--- src/rtl/vend_sequencer.sv ---
// Credit-and-dispense controller: accumulates coin credit, vends at PRICE, then
// drives the dispenser and change hopper through req/ack handshakes with a timeout.
module vend_sequencer #(
    parameter int PRICE       = 15,
    parameter int MAX_CREDIT  = 30,
    parameter int CREDIT_W    = 6,
    parameter int ACK_TIMEOUT = 255
) (
    input  logic                clk,
    input  logic                rst,
    input  logic [1:0]          coin,
    input  logic                cancel,
    output logic                disp_req,
    input  logic                disp_ack,
    output logic                pay_req,
    input  logic                pay_ack,
    output logic [CREDIT_W-1:0] credit,
    output logic                busy,
    output logic                coin_reject,
    output logic                fault
);

    localparam logic [1:0] ST_IDLE     = 2'd0;
    localparam logic [1:0] ST_DISPENSE = 2'd1;
    localparam logic [1:0] ST_PAYOUT   = 2'd2;
    localparam logic [1:0] ST_FAULT    = 2'd3;

    localparam int TW = $clog2(ACK_TIMEOUT + 1);
    localparam int AW = CREDIT_W + 1;

    localparam logic [AW-1:0] PRICE_W = AW'(PRICE);
    localparam logic [AW-1:0] MAX_W   = AW'(MAX_CREDIT);
    localparam logic [AW-1:0] FIVE_W  = AW'(5);
    localparam logic [AW-1:0] TEN_W   = AW'(10);
    localparam logic [TW-1:0] TIMER_LAST = TW'(ACK_TIMEOUT - 1);

    logic [1:0]          state_reg, state_next;
    logic [CREDIT_W-1:0] credit_reg, credit_next;
    logic                disp_req_reg, disp_req_next;
    logic                pay_req_reg, pay_req_next;
    logic                coin_reject_reg, coin_reject_next;
    logic                fault_reg, fault_next;
    logic                busy_reg, busy_next;
    logic [TW-1:0]       timer_reg, timer_next;

    logic [AW-1:0] credit_ext;
    logic [AW-1:0] coin_val;
    logic [AW-1:0] sum;

    always_comb begin
        state_next       = state_reg;
        credit_next      = credit_reg;
        disp_req_next    = disp_req_reg;
        pay_req_next     = pay_req_reg;
        coin_reject_next = 1'b0;
        fault_next       = fault_reg;
        timer_next       = timer_reg;

        credit_ext = {1'b0, credit_reg};
        coin_val   = (coin == 2'b01) ? FIVE_W : (coin == 2'b10) ? TEN_W : '0;
        sum        = credit_ext + coin_val;

        case (state_reg)
            ST_IDLE: begin
                timer_next = '0;
                // Cancel takes precedence over a coin arriving in the same cycle.
                if (cancel) begin
                    coin_reject_next = (coin != 2'b00);
                    if (credit_reg != '0) begin
                        state_next   = ST_PAYOUT;
                        pay_req_next = 1'b1;
                    end
                end else if (coin == 2'b11) begin
                    coin_reject_next = 1'b1;
                end else if (coin != 2'b00) begin
                    if (sum > MAX_W) begin
                        coin_reject_next = 1'b1;
                    end else if (sum >= PRICE_W) begin
                        credit_next   = CREDIT_W'(sum - PRICE_W);
                        state_next    = ST_DISPENSE;
                        disp_req_next = 1'b1;
                    end else begin
                        credit_next = CREDIT_W'(sum);
                    end
                end
            end
            ST_DISPENSE: begin
                coin_reject_next = (coin != 2'b00);
                if (disp_ack) begin
                    disp_req_next = 1'b0;
                    timer_next    = '0;
                    if (credit_reg != '0) begin
                        state_next   = ST_PAYOUT;
                        pay_req_next = 1'b1;
                    end else begin
                        state_next = ST_IDLE;
                    end
                end else if (timer_reg == TIMER_LAST) begin
                    state_next    = ST_FAULT;
                    disp_req_next = 1'b0;
                    fault_next    = 1'b1;
                    timer_next    = '0;
                end else begin
                    timer_next = timer_reg + TW'(1);
                end
            end
            ST_PAYOUT: begin
                coin_reject_next = (coin != 2'b00);
                // After each ack the request stays low one cycle before the next coin.
                if (!pay_req_reg) begin
                    pay_req_next = 1'b1;
                end else if (pay_ack) begin
                    credit_next  = CREDIT_W'(credit_ext - FIVE_W);
                    pay_req_next = 1'b0;
                    timer_next   = '0;
                    if (credit_ext == FIVE_W) begin
                        state_next = ST_IDLE;
                    end
                end else if (timer_reg == TIMER_LAST) begin
                    state_next   = ST_FAULT;
                    pay_req_next = 1'b0;
                    fault_next   = 1'b1;
                    timer_next   = '0;
                end else begin
                    timer_next = timer_reg + TW'(1);
                end
            end
            default: begin
                coin_reject_next = (coin != 2'b00);
                disp_req_next    = 1'b0;
                pay_req_next     = 1'b0;
                fault_next       = 1'b1;
                timer_next       = '0;
            end
        endcase

        busy_next = (state_next != ST_IDLE);
    end

    always_ff @(posedge clk) begin
        if (!rst) begin
            state_reg       <= ST_IDLE;
            credit_reg      <= '0;
            disp_req_reg    <= 1'b0;
            pay_req_reg     <= 1'b0;
            coin_reject_reg <= 1'b0;
            fault_reg       <= 1'b0;
            busy_reg        <= 1'b0;
            timer_reg       <= '0;
        end else begin
            state_reg       <= state_next;
            credit_reg      <= credit_next;
            disp_req_reg    <= disp_req_next;
            pay_req_reg     <= pay_req_next;
            coin_reject_reg <= coin_reject_next;
            fault_reg       <= fault_next;
            busy_reg        <= busy_next;
            timer_reg       <= timer_next;
        end
    end

    assign disp_req    = disp_req_reg;
    assign pay_req     = pay_req_reg;
    assign credit      = credit_reg;
    assign busy        = busy_reg;
    assign coin_reject = coin_reject_reg;
    assign fault       = fault_reg;

endmodule
--- config.mk ---
export PLATFORM = sky130hd
export DESIGN_NAME = vend_sequencer
export DESIGN_NICKNAME = d
export VERILOG_FILES = /design/src/rtl/vend_sequencer.sv
export SDC_FILE = /design/constraint.sdc
export NUM_CORES = 1
export LEC_CHECK = 0
export CORE_ASPECT_RATIO = 0.9
export CORE_MARGIN = 8
export CORE_UTILIZATION = 60
export CTS_BUF_LIST = sky130_fd_sc_hd__clkbuf_8
export CTS_CLUSTER_DIAMETER = 80
export DETAILED_ROUTE_END_ITERATION = 7
export DONT_BUFFER_PORTS = 1
export MAX_ROUTING_LAYER = met4
export PLACE_DENSITY = 0.84
export SETUP_SLACK_MARGIN = 0.3
export SYNTH_ARGS = -nofsm -noshare
export SYNTH_HDL_FRONTEND = slang
export SYNTH_SLANG_ARGS = --single-unit
export TNS_END_PERCENT = 5
--- constraint.sdc ---
create_clock -name clk -period 4.2 [get_ports clk]
set_clock_uncertainty 0.05 [all_clocks]
set_input_delay 0.84 -clock clk [delete_from_list [all_inputs] [get_ports clk]]
set_output_delay 0.84 -clock clk [all_outputs]
set_load 0.01 [all_outputs]
==> impl_results.html <==
<table>
<tr><th>Metric</th><th>Value</th></tr>
<tr><th colspan="2">Clock network</th></tr>
<tr><td>Maximum number of buffers from clock root to sink</td><td>2</td></tr>
<tr><td>Clock transition at the registers of the reported paths</td><td>0.08 ns</td></tr>
<tr><td>Clock latency reported for the late side of the worst-skew pair</td><td>about 0.26 ns</td></tr>
<tr><td>Buffer count from post-CTS setup fixing</td><td>0</td></tr>
<tr><td>Post-CTS Hold Buffers</td><td>0</td></tr>
<tr><td>Number of buffers inserted during clock tree synthesis</td><td>3</td></tr>
<tr><td>Clock Sink Count</td><td>21</td></tr>
<tr><td>Level count of the clock H-tree</td><td>1</td></tr>
<tr><td>CTS tree</td><td>done</td></tr>
<tr><td>Root Buffer Master</td><td>sky130_fd_sc_hd__clkbuf_8</td></tr>
<tr><td>PostCTS Resize Cnt</td><td>0</td></tr>
<tr><th colspan="2">Setup path</th></tr>
<tr><td>Required time at the endpoint of the critical path</td><td>approximately 4.3 ns</td></tr>
<tr><td>Kind of critical path</td><td>in -&gt; reg</td></tr>
<tr><td>CP startpoint kind</td><td>input port</td></tr>
<tr><td>Critical path's slowest cell</td><td>sky130_fd_sc_hd__mux2_2</td></tr>
<tr><td>Data arrival time of the critical path</td><td>approximately 3.3 ns</td></tr>
<tr><td>Largest stage delay on the critical path</td><td>around 0.35 ns</td></tr>
<tr><td>Largest fanout on the critical path</td><td>10</td></tr>
<tr><td>Cell breakdown of the critical path</td><td>nor2b_2 -&gt; buf_4 -&gt; and2_1 -&gt; ha_1 -&gt; and3b_1 -&gt; o21ai_1 -&gt; nand4_1 -&gt; mux2i_2 -&gt; o311a_1 -&gt; mux2_2 -&gt; o2111ai_1 -&gt; nand2_1</td></tr>
<tr><td>Category of the worst setup path capture point</td><td>flop</td></tr>
<tr><th colspan="2">Detailed routing</th></tr>
<tr><td>Iter 0 DRT Violations</td><td>between 150 and 200</td></tr>
<tr><td>Mean routed wirelength per cell</td><td>between 10 and 15 um</td></tr>
<tr><td>Vias</td><td>about 1700</td></tr>
<tr><td>Avg Vias per Cell</td><td>approximately 6</td></tr>
<tr><td>Post-route ant nets</td><td>0</td></tr>
<tr><td>Detailed-route wire length</td><td>4.163 mm</td></tr>
<tr><td>First-pass iteration count of the detailed router</td><td>4</td></tr>
<tr><td>Post-route DRC violation count</td><td>0</td></tr>
<tr><th colspan="2">STA</th></tr>
<tr><td>Slew @ Worst Pin</td><td>approximately 0.69 ns</td></tr>
<tr><td>Sum of negative setup slack</td><td>0 ns</td></tr>
<tr><td>Endpoints failing setup</td><td>0</td></tr>
<tr><td>Relative max-transition margin</td><td>between 50% and 60%</td></tr>
<tr><td>Max-slew violation count</td><td>0</td></tr>
<tr><td>Post-route fraction of the period consumed by the critical path</td><td>about 77%</td></tr>
<tr><td>Unrepaired setup endpoints after global routing</td><td>false</td></tr>
<tr><td>Final critical-path setup slack</td><td>about 0.96 ns</td></tr>
<tr><td>Post-route minimum period</td><td>between 3 and 4 ns</td></tr>
<tr><td>Max Clock Freq</td><td>308.2 MHz</td></tr>
<tr><td>Count of endpoints failing hold in the final timing report</td><td>0</td></tr>
<tr><th colspan="2">Final layout</th></tr>
<tr><td>Final std cells w/o fill</td><td>~280</td></tr>
<tr><td>Layout overhead on the synthesized area</td><td>3.827%</td></tr>
<tr><td>Final antenna diode count</td><td>0</td></tr>
<tr><td>Number of flip-flops in the largest register</td><td>8</td></tr>
<tr><td>Fraction of layout cells with a size suffix above 1</td><td>6.751%</td></tr>
<tr><td>Nets</td><td>between 200 and 300</td></tr>
<tr><th colspan="2">Global route</th></tr>
<tr><td>Overall routing resource usage</td><td>17.44%</td></tr>
<tr><td>Wire length of the first global-routing pass</td><td>6.789 mm</td></tr>
<tr><td>Number of global-route vias before repair</td><td>1550</td></tr>
<tr><td>Number of antenna violations at the first check in global routing</td><td>0</td></tr>
<tr><td>Maximum number of pins on one net before global-route repair</td><td>22</td></tr>
<tr><td>Remaining global-route overflow</td><td>0</td></tr>
<tr><th colspan="2">Synth</th></tr>
<tr><td>Cell area after technology mapping</td><td>around 1800 sq um</td></tr>
<tr><td>Number of flops mapped to enable cells by yosys</td><td>0</td></tr>
<tr><td>Average cell area after synthesis</td><td>7.460 sq um</td></tr>
<tr><td>Sequential area share after synthesis</td><td>23.38%</td></tr>
<tr><td>Fraction of registers with async set/reset</td><td>0%</td></tr>
<tr><td>Primary FF master, synth</td><td>sky130_fd_sc_hd__dfxtp_1</td></tr>
<tr><td>Synth unique cells</td><td>57</td></tr>
<tr><td>Nets in the synthesized netlist</td><td>260</td></tr>
<tr><td>Mapped Cells</td><td>241</td></tr>
<tr><td>Register bit total from synthesis</td><td>21</td></tr>
<tr><td>Count of synthesis-stage warnings from yosys</td><td>0</td></tr>
<tr><th colspan="2">Die</th></tr>
<tr><td>Height of the chip</td><td>between 60 and 70 um</td></tr>
<tr><td>Standard cell core area</td><td>just under 3000 sq um</td></tr>
<tr><td>Chip width</td><td>73.70 um</td></tr>
<tr><td>Overall die area</td><td>around 5000 sq um</td></tr>
<tr><td>Starting density of the core</td><td>between 60% and 70%</td></tr>
<tr><td>Std cell rows</td><td>19</td></tr>
<tr><td>Number of primary I/O pins</td><td>18</td></tr>
<tr><th colspan="2">Pwr</th></tr>
<tr><td>Logic pwr share</td><td>a little over half</td></tr>
<tr><td>Static leakage power</td><td>~0.66 nW</td></tr>
<tr><td>Clock network power share</td><td>a little over an eighth</td></tr>
<tr><td>Power per unit of standard cell area</td><td>~530 nW/um^2</td></tr>
<tr><td>Relative contribution of sequential cells to total power</td><td>33.5%</td></tr>
<tr><td>Switching part of the total</td><td>between 40% and 50%</td></tr>
<tr><td>Net switching power</td><td>around 0.48 mW</td></tr>
<tr><td>Worst vdd rail ir drop</td><td>~0.41 mV</td></tr>
<tr><td>Int Power</td><td>0.5094 mW</td></tr>
<tr><th colspan="2">Placement</th></tr>
<tr><td>Port-buffer cells</td><td>0</td></tr>
<tr><td>Worst setup slack before clock tree synthesis</td><td>roughly 0.73 ns</td></tr>
<tr><td>Hpwl dp</td><td>3.140 mm</td></tr>
<tr><td>Cells after DPL</td><td>approximately 280</td></tr>
<tr><td>Final Wtd Congestion</td><td>just under 0.9</td></tr>
<tr><th colspan="2">Status</th></tr>
<tr><td>Result of the run</td><td>finished, final reports clean</td></tr>
<tr><th colspan="2">Hold path</th></tr>
<tr><td>Kind of path behind the tightest hold check</td><td>reg -&gt; reg</td></tr>
<tr><th colspan="2">Run</th></tr>
<tr><td>Number of violations of the max-capacitance limit</td><td>0</td></tr>
</table>
-- power groups by stage --
stage               Combinational (mW)  Clock (mW)  Sequential (mW)
finish                           0.522       0.135            0.332
global route                     0.592       0.147            0.340
CTS                              0.514       0.137            0.331
detailed placement               0.510           0            0.336
global placement                 0.508           0            0.334
floorplan                        0.446           0            0.294
-- cell usage after synthesis (all sizes together) (2+ instances only) --
cell      n  share of area (%)
o2111ai   2               0.97
dfxtp    21                 23
nand3    11                3.1
and3      2               0.70
a21boi    3                1.3
o22ai     2               0.70
o21ai    16                4.5
ha       12                8.4
a21oi    15                4.4
nand2b    9                3.1
o211ai    4                1.7
a21o      2               0.83
a31oi     3                1.0
xnor2     9                4.4
mux2i     3                1.9
xor2      4                1.9
nand2    23                4.8
o21a      3                1.3
or3       2               0.70
buf       3                1.2
o221ai    2               0.97
clkbuf    7                1.5
nor2     26                5.4
and2      2               0.84
nor3      6                1.7
nand4     6                2.1
inv      14                2.9
a2111oi   2               0.97
nor2b     5                1.9
a211oi    2               0.83
-- worst paths after layout --
kind                 from            to  slack, ns  depth (start not counted)
max               coin[0]     credit[1]       0.96                         12
min          timer_reg[5]  timer_reg[5]       0.47                          2
max reg2reg     credit[1]     credit[1]       1.01                         11
min reg2reg  timer_reg[5]  timer_reg[5]       0.47                          2
-- layout make-up --
| cell class | instances | area (sq um) |
|---|---|---|
| multi-input combinational | 196 | 1277 |
| fill | 274 | 1081 |
| sequential | 21 | 420.4 |
| inverter | 14 | 52.55 |
| tap | 42 | 52.55 |
| clock buffer | 3 | 41.29 |
| timing repair buffer | 2 | 15.01 |
| clock inverter | 1 | 7.507 |
-- placed cells by master, fill, tap and decap left out, types with 3 or more instances in the layout --
cell type and instances:
sky130_fd_sc_hd__nor2_1 26, sky130_fd_sc_hd__nand2_1 23, sky130_fd_sc_hd__dfxtp_1 21, sky130_fd_sc_hd__inv_1 14, sky130_fd_sc_hd__a21oi_1 14, sky130_fd_sc_hd__o21ai_0 13
sky130_fd_sc_hd__ha_1 12, sky130_fd_sc_hd__nand3_1 11, sky130_fd_sc_hd__xnor2_1 9, sky130_fd_sc_hd__nand2b_1 9, sky130_fd_sc_hd__nand4_1 6, sky130_fd_sc_hd__nor3_1 6
sky130_fd_sc_hd__nor2b_1 4, sky130_fd_sc_hd__o211ai_1 4, sky130_fd_sc_hd__xor2_1 4, sky130_fd_sc_hd__o21ai_1 3, sky130_fd_sc_hd__o21a_1 3, sky130_fd_sc_hd__a31oi_1 3
sky130_fd_sc_hd__clkbuf_8 3
-- metrics by stage --
stage | util (%) | power (mW) | hold slack [ns] | instance area (sq um)
after CTS | 63.33 | 0.9820 | 0.4760 | 1867
final | 63.33 | 0.9887 | 0.4685 | 1867
after detailed placement | 61.67 | 0.8461 | 0.4527 | 1818
after global routing | 63.33 | 1.078 | 0.5246 | 1867
after global placement | 61.67 | 0.8422 | 0.4485 | 1818
after floorplan | - | 0.7396 | 0.4275 | 1798
-- metal layers --
layer  GRT usage [%]  vias to the layer above  wire [um]
met5               -                        -          0
met4           3.731                        0         19
met3           4.978                        2        383
met2           27.73                       62       1829
met1           21.44                      776       1931
li1                -                      855          -
-- critical path: cells and delay by family --
family	cells	cell delay, ns
AND/OR/NAND/NOR	5	0.71
buffers and inverters	1	0.17
AO/OA/AOI/OAI	3	0.71
multiplexers	2	0.66
adder cells (fa/ha/maj)	1	0.24
-- logic make-up after synthesis --
kind of cell / Yosys count / share of synthesized area [%]
muxes: 4 / 2.505
and+or+nand+nor: 99 / 27.49
DFF: 21 / 23.38
buffers and inverters: 24 / 5.567
adders and majority gates: 12 / 8.351
xor gates and xnor gates: 13 / 6.333
AOI/OAI and AO/OA: 68 / 26.38
Note: power is estimated with default switching activity, not from simulation.
==> RTL edit 1: new RTL, same flow settings <==
Set the parameter `PRICE` to 7 (it was 15).
--- a/src/rtl/vend_sequencer.sv
+++ b/src/rtl/vend_sequencer.sv
@@ -3,3 +3,3 @@
 module vend_sequencer #(
-    parameter int PRICE       = 15,
+    parameter int PRICE       = 7,
     parameter int MAX_CREDIT  = 30,
Function: changed (a bounded check fails within 4 cycles, from zero or initial values and one cycle with rst low).
==> RTL edit 1 against the unedited design <==
  * Wire length rose by 2.4%
  * Total power fell by 3.2%
  * First-iteration DRC count fell by 2.4%
  * Sequential power fell by 2%
  * Worst setup slack got worse by 0.17 ns
  * Core utilization fell by 0.47 points
  * Design area fell by 0.74%
  * Synthesized cell count fell by 6.2%
  * Sequential share of layout area rose by 0.17 points
  * Sequential cell count did not move
  * Synthesized area fell by 0.35%
  * Largest power group unchanged
  * Highest routed layer is now met3
==> RTL edit 1: results (changes against the unedited design) <==
* Status: finished, final reports clean
* Sequential area share after synthesis at 0.235 (+0.000816)
* CP max stage delay at 0.60 ns (+0.25 ns)
* Worst slew margin at 0.483 (-0.0549)
* Worst EP arrival at 3.53 ns (+0.19 ns)
* Top cells by area, synth: dfxtp_1, ha_1, nand2_1
* Fill count at 270 (-1.5%)
* Fin cells at 263 (-5.7%)
* Post-synth top cells: nand2_1, dfxtp_1, nor2_1, a21oi_1, inv_1
* Distinct cells, synth at 60 (+5.3%)
* Routed WL at 4.26 mm (+2.4%)
* Routability cong. at 0.920 (+5.0%)
* Worst path slowest cell: dfxtp_1
* Layout cell share with drive strength beyond 1 at 0.0950 (+0.0275)
* Post-Syn Instances at 226 (-6.2%)
* Largest net degree at the start of global routing at 21 (-4.5%)
* Maximum VDD drop at 0.318 mV (-22%)
* Syn Nets at 245 (-5.8%)
* Overall Global Routing Usage at 0.186 (+0.0115)
* First DRT Iteration DRCs at 165 (-2.4%)
* Dpl cell area at 1800 um^2 (-0.76%)
* Hpwl dp at 3.12 mm (-0.64%)
* Vias in the first global route at 1590 (+2.6%)
* Crit-path max FO at 9 (-1)
* R2R Setup Slk at 0.79 ns (-0.22 ns)
* P_leak at 0.664 nW (+0.29%)
## RTL edit 1: critical path: cells and delay by family (launching register included)
| family | cells | cell delay (ns) |
|---|---|---|
| adders and majority gates | 1 | 0.33 |
| AOI/OAI and AO/OA | 5 | 1.24 |
| buffers and inverters | 1 | 0.21 |
| and+or+nand+nor | 3 | 0.67 |
| DFF | 1 | 0.60 |
| xor gates and xnor gates | 1 | 0.22 |
## RTL edit 1: layer usage
metal | wire length, um | track usage
met1 | 2020 | 0.235
met2 | 1890 | 0.290
met3 | 353 | 0.0469
met4 | 0 | 0.0473
met5 | 0 | -
## RTL edit 1: stage by stage
step / hold WS [ns] / setup WS, ns / util
final: 0.479 / 0.787 / 0.629
after global routing: 0.508 / 0.562 / 0.629
after CTS: 0.486 / 0.826 / 0.629
after detailed placement: 0.459 / 0.613 / 0.612
after global placement: 0.450 / 0.702 / 0.612
after floorplan: 0.429 / 0.808 / -
## RTL edit 1: final cells by class
cell class	instances	area [um^2]	share of cell area
Tap cell	42	52.6	0.0284
Timing Repair Buffer	1	7.51	0.00405
Multi-Input combinational cell	180	1270	0.684
Sequential cell	21	420	0.227
Clock buffer	3	41.3	0.0223
Inverter	15	56.3	0.0304
Clock inverter	1	7.51	0.00405
## RTL edit 1: worst paths after layout
check | from | endpoint | cells after the start
setup / recovery | credit[1] | credit[2] | 11
hold / removal | timer_reg[7] | timer_reg[7] | 2
setup reg to reg | credit[1] | credit[2] | 11
hold reg to reg | timer_reg[7] | timer_reg[7] | 2
## RTL edit 1: report_power, final
part | switching [mW] | internal (mW)
clock | 0.0700 | 0.0670
sequential | 0.0903 | 0.237
combinational | 0.289 | 0.204
## RTL edit 1: logic make-up (layout without fill, tap and decap cells)
family	count (synthesis)	after routing	share of synthesized area
fa+ha+maj	12	12	0.0838
flops	21	21	0.235
compound gates	66	66	0.279
xor+xnor	15	15	0.0817
simple gates	84	84	0.247
mux	3	3	0.0168
buf+inv	25	20	0.0580
==> RTL edit 2: new RTL, same flow settings <==
Without the edit above. Register the output `fault` once more, without a reset; this adds one clock of latency there. The other outputs are not delayed to match.
--- a/src/rtl/vend_sequencer.sv
+++ b/src/rtl/vend_sequencer.sv
@@ -166,3 +166,5 @@
     assign coin_reject = coin_reject_reg;
-    assign fault       = fault_reg;
+    always_ff @(posedge clk) begin
+        fault <= fault_reg;
+    end
 
Behaviour: same outputs for any inputs over 10 cycles, from zero or initial values and one cycle with rst low; that may be too few to reach the edited logic, so the function may still have changed.
==> RTL edit 2 against the unedited design <==
  * Design area increased by 1.9%
  * Fmax decreased by 10%
  * Total power decreased by 3.3%
  * Synthesized area increased by 3.3%
  * First-iteration DRC count increased by 24%
  * Combinational power decreased by 7.1%
  * Worst setup slack got worse by 0.38 ns
  * Wire length increased by 5.8%
  * Core utilization increased by 0.21 points
  * Sequential cell count increased by 1
  * Critical path type is now register to register
  * Largest cell class unchanged
==> RTL edit 2: results (changes against the unedited design) <==
* Fin cells at 267 (-4.3%)
* Post-CTS sizing at 0 (unchanged)
* Worst slack, placed at 0.465 ns (-0.269 ns)
* Max-Cap Viols at 0 (unchanged)
* Reg clk slew, reported paths at 0.07 ns
* Area of the multi-input gates at 1300 um^2 (+1.6%)
* Maximum VDD drop at 0.348 mV (-15%)
* First DRT Iteration DRCs at 210 (+24%)
* Root Driver: clkbuf_8
* Status: finished, final reports clean
* WHS Endpoint: fault
* Crit-path max FO at 9 (-1)
* Worst path slowest cell: dfxtp_1
* P_sw at 0.451 mW (-5.8%)
* Layout Nets at 246 (-4.3%)
* P_comb at 0.485 mW (-7.1%)
* Hold Crit Class: register to register
* Routed WL at 4.41 mm (+5.8%)
* Top cells by area, synth: dfxtp_1, ha_1, a21oi_1
* Hold path depth at 0 (-2)
* Post-synth top cells: dfxtp_1, nor2_1, inv_1, nand2_1, a21oi_1
* Vias in the first global route at 1567 (+1.1%)
* H-tree levels at 1 (unchanged)
* Fill count at 259 (-5.5%)
* Layout cell share with drive strength beyond 1 at 0.0667 (-0.000844)
* Adder-cell share of the synthesized area at 0.0809 (-0.00264)
* Distinct cells, synth at 68 (+19%)
* Worst slew margin at 0.469 (-0.0688)
* XOR/XNOR share of the synthesized area at 0.0748 (+0.0115)
* R2R Setup Slk at 0.58 ns (-0.43 ns)
* Pre-antenna DRT Iters at 5 (+1)
* Hpwl dp at 3.26 mm (+3.7%)
* Area fraction in compound gates after synthesis at 0.314 (+0.0503)
* Clock group at 0.130 mW (-4%)
* Dpl cell area at 1860 um^2 (+2.4%)
* Period utilization at 0.862 (+0.0899)
* CP max stage delay at 0.58 ns (+0.23 ns)
* Largest net degree at the start of global routing at 22 (unchanged)
* Global-route wire length before repair at 7.41 mm (+9.1%)
* Via density at 6.52 (+7.3%)
* Switch share at 0.472 (-0.0124)
* Dpl cells at 264 (-4.0%)
* R2R Path End: credit[4]
* Hold_ws at 0.304 ns (-0.164 ns)
* Mux cell area share after synthesis at 0.0115 (-0.0136)
* Min-Delay Startpoint: fault_reg
* Overall Global Routing Usage at 0.189 (+0.0144)
* Worst EP arrival at 3.77 ns (+0.43 ns)
* Top delay family on crit path: compound AO/OA/AOI/OAI gates
* Mean Syn Cell Area at 7.97 um^2 (+6.8%)
* P_leak at 0.691 nW (+4.3%)
* Sequential area share after synthesis at 0.237 (+0.00338)
* Routability cong. at 0.944 (+7.7%)
* Number of port buffers at 0 (unchanged)
## RTL edit 2: metal layers
| layer | global-route usage | wire (um) | vias up |
|---|---|---|---|
| met5 | - | 0 | - |
| met4 | 0.0585 | 65 | 0 |
| met3 | 0.0448 | 372 | 11 |
| met2 | 0.273 | 1940 | 78 |
| met1 | 0.253 | 2030 | 802 |
| li1 | - | - | 849 |
## RTL edit 2: worst max path at each step
stage	start	end	depth (start not counted)
after global routing	credit[1]	credit[4]	11
final	credit[1]	credit[4]	11
after floorplan	coin[1]	credit[4]	12
after global placement	coin[1]	credit[4]	11
after detailed placement	coin[1]	credit[4]	11
after CTS	credit[1]	credit[4]	11
## RTL edit 2: final cells by class
cell class / instances / area share
Inverter: 17 / 0.0335
Tap cell: 42 / 0.0276
Clock buffer: 3 / 0.0217
Timing Repair Buffer: 1 / 0.00394
Sequential cell: 22 / 0.231
Multi-Input combinational cell: 182 / 0.682
